$ cat src/rtl/reg_file_dumper.sv
// Debug dumper: walks a spare register-file read port and streams each
// (index, data) pair over valid/ready while accumulating a checksum.
module reg_file_dumper #(
    parameter int unsigned NREG    = 32,
    parameter int unsigned AW      = 5,
    parameter int unsigned DW      = 32,
    parameter int unsigned SKIP_X0 = 0
) (
    input  logic          clk,
    input  logic          rst,
    input  logic          start,
    output logic          busy,
    output logic          done,
    output logic [AW-1:0] ra,
    input  logic [DW-1:0] rd,
    output logic          out_valid,
    input  logic          out_ready,
    output logic [AW-1:0] out_idx,
    output logic [DW-1:0] out_data,
    output logic [DW-1:0] checksum
);

    typedef enum logic [1:0] {IDLE, READ, SEND, DONE} state_t;

    localparam logic [AW-1:0] LAST  = AW'(NREG - 1);
    localparam logic [AW-1:0] FIRST = (SKIP_X0 != 0) ? AW'(1) : AW'(0);

    state_t        state_q, state_d;
    logic [AW-1:0] addr_q, addr_d;
    logic          busy_q, busy_d;
    logic          done_q, done_d;
    logic          out_valid_q, out_valid_d;
    logic [AW-1:0] out_idx_q, out_idx_d;
    logic [DW-1:0] out_data_q, out_data_d;
    logic [DW-1:0] checksum_q, checksum_d;

    always_comb begin
        state_d     = state_q;
        addr_d      = addr_q;
        busy_d      = busy_q;
        done_d      = 1'b0;
        out_valid_d = out_valid_q;
        out_idx_d   = out_idx_q;
        out_data_d  = out_data_q;
        checksum_d  = checksum_q;
        case (state_q)
            IDLE: begin
                if (start) begin
                    addr_d     = FIRST;
                    checksum_d = '0;
                    busy_d     = 1'b1;
                    state_d    = READ;
                end
            end
            READ: begin
                out_data_d  = rd;
                out_idx_d   = addr_q;
                checksum_d  = checksum_q + rd;
                out_valid_d = 1'b1;
                state_d     = SEND;
            end
            SEND: begin
                if (out_valid_q && out_ready) begin
                    out_valid_d = 1'b0;
                    // Stop at the last register; the address never wraps.
                    if (addr_q == LAST) begin
                        done_d  = 1'b1;
                        state_d = DONE;
                    end else begin
                        addr_d  = addr_q + 1'b1;
                        state_d = READ;
                    end
                end
            end
            DONE: begin
                busy_d  = 1'b0;
                state_d = IDLE;
            end
            default: state_d = IDLE;
        endcase
    end

    always_ff @(posedge clk) begin
        if (rst) begin
            state_q     <= IDLE;
            addr_q      <= '0;
            busy_q      <= 1'b0;
            done_q      <= 1'b0;
            out_valid_q <= 1'b0;
            out_idx_q   <= '0;
            out_data_q  <= '0;
            checksum_q  <= '0;
        end else begin
            state_q     <= state_d;
            addr_q      <= addr_d;
            busy_q      <= busy_d;
            done_q      <= done_d;
            out_valid_q <= out_valid_d;
            out_idx_q   <= out_idx_d;
            out_data_q  <= out_data_d;
            checksum_q  <= checksum_d;
        end
    end

    assign ra        = addr_q;
    assign busy      = busy_q;
    assign done      = done_q;
    assign out_valid = out_valid_q;
    assign out_idx   = out_idx_q;
    assign out_data  = out_data_q;
    assign checksum  = checksum_q;

endmodule

$ cat config.mk
export PLATFORM = sky130hd
export DESIGN_NAME = reg_file_dumper
export DESIGN_NICKNAME = d
export VERILOG_FILES = /design/src/rtl/reg_file_dumper.sv
export SDC_FILE = /design/constraint.sdc
export NUM_CORES = 1
export LEC_CHECK = 0
export CORE_ASPECT_RATIO = 1.5
export CORE_MARGIN = 4
export CORE_UTILIZATION = 45
export CTS_CLUSTER_SIZE = 8
export DETAILED_ROUTE_END_ITERATION = 10
export PLACE_DENSITY = 0.84
export RECOVER_POWER = 100
export SLEW_MARGIN = 10
export SYNTH_ARGS = -nofsm -noshare
export SYNTH_HDL_FRONTEND = slang
export SYNTH_SLANG_ARGS = --single-unit
$ cat constraint.sdc
create_clock -name clk -period 2.51 [get_ports clk]
set_input_delay 0.502 -clock clk [delete_from_list [all_inputs] [get_ports clk]]
set_output_delay 0.502 -clock clk [all_outputs]
set_load 0.01 [all_outputs]
**Word level (Yosys, flattened, before mapping)**

Cells that the tools add are included.

- Bits in registers: 79
- Input port bits: 36
- Output and inout bits: 77
- Logic and storage cells: 46

- Add/subtract/negate cells: 2
- Equality and inequality tests: 7
- Mux-type cells: 15
- Bitwise logic cells: 2
- Reduce and logical (&&, ||, !) cells: 12

Operator list:

| kind | number |
|---|---|
| 32-bit case mux with 2 select lines | 1 |
| 32-bit adder | 1 |
| 32-bit 2-to-1 mux | 1 |
| 5-bit 2-to-1 mux | 3 |
| 5-bit case mux with 2 select lines | 1 |
| 2-bit case mux with 4 select lines | 1 |
| 2-bit AND reduction | 4 |
| 2-bit nonzero test | 4 |
| 2-bit 2-to-1 mux | 3 |
| 2-bit != test (second input constant) | 3 |
| 5-bit by 1-bit adder with 5-bit output (second input constant) | 1 |
| 5-bit equality test (second input constant) | 1 |
| 2-bit equality test (second input constant) | 2 |
| 1-bit case mux with 2 select lines | 2 |
| 4-bit AND reduction | 1 |
| 1-bit 2-to-1 mux | 3 |
| 3-bit OR reduction | 1 |
| 2-bit by 1-bit equality test with 1-bit output (second input constant) | 1 |
| 2-bit zero test | 1 |
| 1-bit NOT | 2 |
| 1-bit logical AND | 1 |

**Longest topological paths before layout**

- Word-level depth: 4
- Mapped depth: 11
- Mapped depth without buffers: 11

**Worst setup path after synthesis**

Ideal clock, no wire load.

- Path type: input-to-reg
- Start: input rd[0]
- End: register checksum_q[26], in the netlist checksum[26]
- Library setup time: 0.117 ns
- Arrival time: 2.580 ns
- Required time: 2.393 ns
- Slack: -0.187 ns
- Stages on the path: 11
- Path buffers: 0
- Cell sequence: ha_1 > inv_1 > fa_1 > nand2b_1 > a21oi_1 > o21ai_0 > and3_4 > nor4_4 > o21ai_1 > a31o_1 > a32o_1

- Longest elaborated chain between the ends: 2

RTL lines:

| what | line | source |
|---|---|---|
| from (decl) | 15 | `input logic [DW-1:0] rd,` |
| 32-bit adder | 58 | `checksum_d = checksum_q + rd;` |
| 32-bit case mux with 2 select lines | 46 | `case (state_q)` |
| to (signal assigned) | 101 | `checksum_q <= checksum_d;` |
| to (decl) | 35 | `logic [DW-1:0] checksum_q, checksum_d;` |

Every way passes these cells.
A chain may end at the register's enable or synchronous reset.

**Worst setup path after layout**

- Start: register checksum_q[0], in the netlist checksum[0]
- End: register checksum_q[18], in the netlist checksum[18]

- Longest elaborated chain between the ends: 2

RTL lines:

| what | line |
|---|---|
| 32-bit adder | 58 |
| 32-bit case mux with 2 select lines | 46 |

Every way passes these cells.

==> qor.txt <==
first-pass detailed-route iteration total - 5
RSZ-0062 raised after global routing - yes
largest net degree at the start of global routing - 52
die height - 130 µm
Arr. time, crit path - 2.81 ns
Post-Place Cells - 846
final hold vios - 0
total gr overflow - 0
Starting Density - 46.3%
pre-CTS WS - -0.646 ns
DP HPWL - 10.4 mm
Worst IR Drop VDD - 0.509 mV
reg2reg setup slack - -0.02 ns
worst setup margin - -0.0179 ns
CP peak stage delay - 0.42 ns
Vias/cell - 5.74
worst skew pair latency - 0.35 ns
final cell count without fillers - 881
Bufs and invs on worst path - 2
Achievable Freq - 396 MHz
io pins - 113
first-pass GRT wire length - 24.6 mm
hold path endpoint - out_data[8]
final core utilization - 73.4%
CTS H-tree lvls - 3
CP cell instances - ha_4, inv_2, fa_2, nand2b_4, a21oi_4, o21ai_2, and3_4, buf_6, o31ai_4, a21oi_2, or4_1, nand3_1
syn_area_per_cell - 7.86 µm²
initial DRC count - 299
worst slew pin tran - 1.11 ns
vias in the first global route - 5329
R2R Path End - checksum[18]
Mapped Cells - 571
Power Density - 534 mW/mm²
cell count of the worst reg-to-reg path - 12
n_diodes - 0
YS warnings - 0
final antenna-violating net count - 0
die area - 0.0117 mm²
slowest CP cell - or4_1
GPL Wtd Cong - 0.861
CP delay by family, top - simple AND/OR/NAND/NOR gates
TritonCTS clock tree - done
via count - 5056
wirelength, routed - 15.7 mm
critical path launch point - checksum[0]
flip-flop and latch count after synthesis - 79
Main synth FF type - dfxtp_1
clk sink count - 79
slew margin rel. - 25.8%
port buffer count - 112
chip width - 89.5 µm
synthesized area - 0.00449 mm²
CP Max Fanout - 3
TritonCTS Buffers - 9
top post-synthesis cells by area - dfxtp_1, ha_1, nand2_1, a21oi_1, nor2_1
Max clock buf depth - 2
Final Total Pwr - 3.80 mW
Hold Crit Start - rd[8]
Pins Over Slew Limit - 0
post-synthesis sequential area ratio - 35.2%
Syn-to-layout area delta - 58.4%
Row Count - 44
Area after DPL - 0.00628 mm²
Final period util - 101%
core area - 0.00969 mm²
Overall Global Routing Usage - 26.9%
Async SR Flop Fraction - 0%
status - finished, violations left
min cycle time layout - 2.53 ns
post-synth cell types - 59
Final nets - 831
failing checks - negative setup slack
CP Class - flop to flop
clk_skew - 0.0108 ns
routed length per instance - 17.8 µm
Critical Path End Type - flop
Post-synth EDFFs - 0
final setup fails - 1
Syn Nets - 641
leakage - 3.07 nW
final non-filler cell area - 0.00711 mm²
max cap viols - 0
Worst-path clk slew - 0.06 ns
Reg-to-Reg Start - checksum[0]
Synth top area share - 35.2%
layout cells sized above 1 - 23.8%
Worst Hold Class - input port to flop
area leader, netlist - dfxtp_1
# DRC - 0
startpoint types - flop
CTS root buf - clkbuf_16
initial antenna violation count - 0
hold path cells - 3
WP data required - 2.79 ns
[routing by layer]
layer	wire [µm]	up-vias	global-route usage, %
li1	-	2408	-
met1	5610	2381	27.1
met2	8520	199	49.2
met3	772	68	5.37
met4	783	0	15.8
met5	0	-	0
[layout by cell type, fill, tap and decap left out, types with 10 or more instances in the layout]
cell type and count:
dlygate4sd2_1 13, o21ai_0 13, xnor2_1 10, dfxtp_1 74, nand2_1 106, nor2_1 43, inv_1 19, buf_4 94
nand3_1 13, o21ai_1 10, a22oi_1 10, a21oi_1 64, ha_1 11, dlygate4sd3_1 77, ha_4 21
[report_power, final]
part,internal [mW],switching (mW)
registers,1.32,0.0556
logic,0.462,0.487
clock network,0.904,0.573
total,2.68,1.12
[how the worst max path moves through the flow]
stage               depth (start not counted)  slack (ns)      endpoint
global placement                           12       -0.59  checksum[30]
CTS                                        11      -0.005  checksum[26]
global route                               11       -0.11  checksum[23]
detailed placement                         12       -0.65  checksum[28]
finish                                     12       -0.02  checksum[18]
floorplan                                  11       -0.01  checksum[22]
[flip-flops by register name (all words and copies together), names as in the netlist]
signal     cells
busy           1
checksum      32
done           1
out_data      32
out_idx        5
out_valid      1
ra             5
state_q        2
[tightest hold or removal path: cells and delay by family]
kind	cells	cell delay [ns]
AO/OA/AOI/OAI	1	0.05
buffers and inverters	1	0.11
AND/OR/NAND/NOR	1	0.06
[metrics by stage]
stage,hold slack [ns],setup TNS [ns]
2_1_floorplan,0.481,-0.0157
3_3_place_gp,0.441,-9.33
3_5_place_dp,0.446,-10.68
4_1_cts,0.454,-0.00456
5_1_grt,0.428,-0.390
6_report,0.426,-0.0179
[final cells by class]
class                   count  area (µm²)
multi-input cells         441        3160
repair buffers            210        1810
inverters                  20        75.1
clock buffers              10         239
flip-flops and latches     79        1590
clock inverters             6        90.1
fillers                   650        2580
well taps                 115         144
[timing repair]
action	in CTS	in global routing
hold buffers	0	0
cloned	0	0
pin swaps	36	26
gates resized for setup	68	32
endpoints found under the setup margin	17	13
setup buffers	9	10
[cells in the mapped netlist, types with 4 or more instances]
library cell    n
nand3_1        13
o21bai_1        5
and3_1          6
buf_2           4
a211oi_1        6
o21ai_0        15
nor2_1         43
a32oi_1         4
xnor2_1        10
a22oi_1        11
clkbuf_1       26
a32o_1          6
nand2_1       107
nor2b_1         5
dfxtp_1        79
a21o_1          9
nor3_1          8
nand4_1         9
inv_1          20
a21oi_1        69
xor2_1          9
o21ai_1        12
ha_1           33
or3_1           4
nand2b_1        9
[kinds of logic (layout without fill, tap and decap cells)]
| family | count (synthesis) | after routing | share of synthesized area [%] |
|---|---|---|---|
| AO/OA/AOI/OAI | 167 | 167 | 24.1 |
| XOR/XNOR | 19 | 19 | 3.71 |
| adder cells (fa/ha/maj) | 34 | 34 | 9.65 |
| buffers and inverters | 51 | 246 | 4.38 |
| flip-flops | 79 | 79 | 35.2 |
| multiplexers | 2 | 2 | 0.446 |
| AND/OR/NAND/NOR | 219 | 219 | 22.5 |
No activity file was read; power rests on OpenSTA's default activity.
